==> src/rtl/mux_key_with_default.sv <==
// Key-lookup multiplexer with default value.
// Compares key against NR_KEY packed (key, data) pairs; the lowest matching
// index wins. Provides the combinational result plus a registered copy.
module mux_key_with_default #(
    parameter int unsigned NR_KEY   = 2,
    parameter int unsigned KEY_LEN  = 1,
    parameter int unsigned DATA_LEN = 1,
    localparam int unsigned IDX_W   = (NR_KEY > 1) ? $clog2(NR_KEY) : 1
) (
    input  logic                                 clk,
    input  logic                                 rst,
    input  logic [KEY_LEN-1:0]                   key,
    input  logic [DATA_LEN-1:0]                  default_out,
    input  logic [NR_KEY*(KEY_LEN+DATA_LEN)-1:0] lut,
    input  logic                                 en,
    output logic [DATA_LEN-1:0]                  out,
    output logic                                 hit,
    output logic [IDX_W-1:0]                     hit_idx,
    output logic                                 dup,
    output logic [DATA_LEN-1:0]                  out_q,
    output logic                                 hit_q,
    output logic [IDX_W-1:0]                     idx_q
);

    localparam int unsigned P = KEY_LEN + DATA_LEN;

    logic [NR_KEY-1:0] match;

    // Per-entry exact key comparison; key sits in the upper bits of each slice.
    always_comb begin
        match = '0;
        for (int n = 0; n < NR_KEY; n++) begin
            match[n] = (lut[n*P + DATA_LEN +: KEY_LEN] == key);
        end
    end

    // Priority select: walk from the top so the lowest matching index is applied last.
    always_comb begin
        out     = default_out;
        hit     = 1'b0;
        hit_idx = '0;
        for (int n = NR_KEY - 1; n >= 0; n--) begin
            if (match[n]) begin
                out     = lut[n*P +: DATA_LEN];
                hit     = 1'b1;
                hit_idx = IDX_W'(n);
            end
        end
    end

    // Two or more matches: clearing the lowest set bit leaves something behind.
    always_comb begin
        dup = |(match & (match - NR_KEY'(1)));
    end

    // Registered copy of the lookup result, captured when en is high.
    always_ff @(posedge clk or posedge rst) begin
        if (rst) begin
            out_q <= '0;
            hit_q <= 1'b0;
            idx_q <= '0;
        end else if (en) begin
            out_q <= out;
            hit_q <= hit;
            idx_q <= hit_idx;
        end
    end

endmodule

==> config.mk <==
export PLATFORM = sky130hd
export DESIGN_NAME = mux_key_with_default
export DESIGN_NICKNAME = d
export VERILOG_FILES = /design/src/rtl/mux_key_with_default.sv
export SDC_FILE = /design/constraint.sdc
export NUM_CORES = 1
export LEC_CHECK = 0
export ABC_AREA = 1
export BUFFER_PORTS_ARGS = -buffer_cell sky130_fd_sc_hd__buf_2
export CORE_AREA = 2 2 39 41
export CTS_BUF_LIST = sky130_fd_sc_hd__clkbuf_16
export CTS_CLUSTER_DIAMETER = 60
export DETAILED_ROUTE_END_ITERATION = 16
export DIE_AREA = 0 0 41 43
export PLACE_DENSITY = 0.49
export SLEW_MARGIN = 20
export SYNTH_ARGS = -nofsm -noshare
export SYNTH_HDL_FRONTEND = slang
export SYNTH_SLANG_ARGS = --single-unit
==> constraint.sdc <==
create_clock -name clk -period 0.8 [get_ports clk]
set_input_delay 0.04 -clock clk [delete_from_list [all_inputs] [get_ports clk]]
set_output_delay 0.04 -clock clk [all_outputs]
set_load 0.01 [all_outputs]
==> metrics <==
ranking of synthesized cells by area dfrtp_1 (39%), nand2_1 (29%), inv_1 (7.8%); sw frac 0.2113; buffers and inverters on the worst path 1; Tcrit/Tclk final 0.9552; cell count after synthesis 31; dpl cells 63; Initial DRC Count 2; total power 1180 µW; CTS Root Cell clkbuf_16; post-synth top area cell dfrtp_1; Reg-to-Reg End hit_q$_DFFE_PP0P_; Reg power frac 0.151; WHS 65.97 ps; count leader, synth nand2_1; gp weighted congestion 0.6397; VDD IR-drop max 0.001104 V; largest net degree at the start of global routing 6; GR Overflow Total 0; share of layout cells above drive strength 1 0.5091; switching pwr 249.4 µW; FP Rows 14; CP top delay family flip-flops; Reg clk slew, reported paths 30 ps; Critical Path RT 760 ps; Main synth FF type dfrtp_1; R2R Path Start hit_q$_DFFE_PP0P_; synthesized area per cell 6.216 µm²; outcome complete, no violations; share of the synthesized area in the top cell type 0.3896; Fin. Hold Viols 0; Synth cell types 9; residual DRC count 0; crit path time final 764.2 ps; Syn Nets 40; cts bufs inserted 3; Mapped Area 192.7 µm²; fmax 1309 MHz; Post-synth EDFFs 0; drt total wl 585 µm; DR pass1 iterations 2; Critical-path top delay cell dfrtp_1; P&R area growth vs syn 135.7%; synthesized flop and latch total 3; # Max-Cap Violations 0; Post-synth top cells nand2_1 (15), inv_1 (4), dfrtp_1 (3), nor2_1 (3), nand3_1 (2); worst-margin pin slew 146.4 ps; crit path kind reg2out; Worst setup SP type register; Pwr Density 2599 mW/mm²; I/O pin count 16; I/O Buffers 15; Worst R2R Setup Slack 190 ps; Die ar. 0.001763 mm²; Seq/Total Area, Yosys 0.3896; GRT Overall Usage 0.08726; Static Leak 0.0002626 µW; Hold Path Stages 2; WHS Endpoint hit_q$_DFFE_PP0P_; Critical Path Fanout Max 2; Post-DP Area 295.3 µm²; Final Slew Violations 0; Clock power frac 0.658; clk buf depth 2; Hold Crit Start en; vias in the first global route 232; Int Power 931.0 µW; final setup fails 0; DR WL/cell 8.239 µm; combinational power share 0.191; via/cell ratio 3.761; worst skew pair latency 220 ps; htree depth 1; Starting Density 0.1392; Die Span X 41 µm; Final #Nets 65; share of flip-flops with an asynchronous set or reset 1.000; Critical Path AT 720 ps; Worst Setup End Kind output pin; vias post-DR 267; CTS tree done; Design Area, Final 454.2 µm²; die height 43 µm; Layout Cells excl Fill 71; crit-path cells buf_2; first-pass GRT wire length 841 µm; YS warnings 0; critical path's largest stage delay 360 ps; area of the core 0.001384 mm²; Rel. slew slack 0.9024; CTS sink count 3; initial antenna violation count 0; number of antenna diodes 0; Final Skew 0 ps; worst min-delay path class in2reg; worst r2r path cells 2; post-route ant nets 0
[through the flow]
step           utilization  setup slack (ps)  TNS [ps]
2_1_floorplan            -             99.11         0
3_3_place_gp        0.2134            -76.16    -120.3
3_5_place_dp        0.2134            -79.78    -124.2
4_1_cts             0.2848           -0.3617   -0.3617
5_1_grt             0.3282            -6.171    -6.171
6_report            0.3282             35.83         0
[flip-flops by register name, indices dropped and copies added, names as in the netlist]
name	flops
hit_q	1
out_q	1
idx_q	1
[worst max path at each step]
stage / end / startpoint / cells past startpoint
floorplan: out_q$_DFFE_PP0P_ / key / 6
global placement: out_q$_DFFE_PP0P_ / key / 7
detailed placement: out_q$_DFFE_PP0P_ / key / 7
CTS: hit_idx / key / 6
global route: out / key / 8
finish: hit_q / hit_q$_DFFE_PP0P_ / 1
[cell families after synthesis]
kind of cell    after synthesis  synth area share
simple gates                 21            0.4351
xor+xnor                      1           0.04546
compound gates                1           0.03249
flops                         3            0.3896
buf+inv                       5           0.09736
[routing by layer]
metal  vias up  routed length (µm)  global-route usage
met5         -                   0                   0
met4         0                  44              0.1600
met3         4                  66             0.04712
met2        16                 244             0.07813
met1       107                 229             0.09295
li1        140                   -                   -
[power groups by stage]
stage | clock network, µW | registers [µW] | logic, µW
global placement | 0 | 181 | 162
CTS | 792 | 180 | 174
global route | 808 | 182 | 253
detailed placement | 0 | 181 | 162
finish | 777 | 179 | 225
floorplan | 0 | 190 | 76.2
[what timing repair did]
| item | in CTS | in global routing |
|---|---|---|
| hold buffers | 1 | 0 |
| endpoints found under the setup margin | 3 | 4 |
| pin swaps | 0 | 3 |
| endpoints found under the hold margin | 3 | 0 |
| gates cloned | 0 | 0 |
| gates resized for setup | 2 | 9 |
| setup buffers | 0 | 3 |
[layout make-up]
class | instances | area (µm²)
fill | 151 | 929.6
sequential | 3 | 75.07
clock buffer | 3 | 75.07
multi-input combinational | 23 | 130.1
tap | 16 | 20.02
clock inverter | 1 | 3.754
timing repair buffer | 20 | 131.4
inverter | 5 | 18.77
[cell usage in the layout (no fill, tap or decap)]
cell / n
buf_2: 13
a31oi_1: 1
nand2_2: 2
nand2_4: 1
nor2_1: 2
inv_2: 1
inv_1: 5
dlygate4sd3_1: 1
buf_6: 3
clkbuf_16: 3
nand2_1: 13
nand3_1: 2
nor2_2: 1
buf_4: 3
dfrtp_1: 3
xnor2_4: 1
No activity file was read; power rests on OpenSTA's default activity.
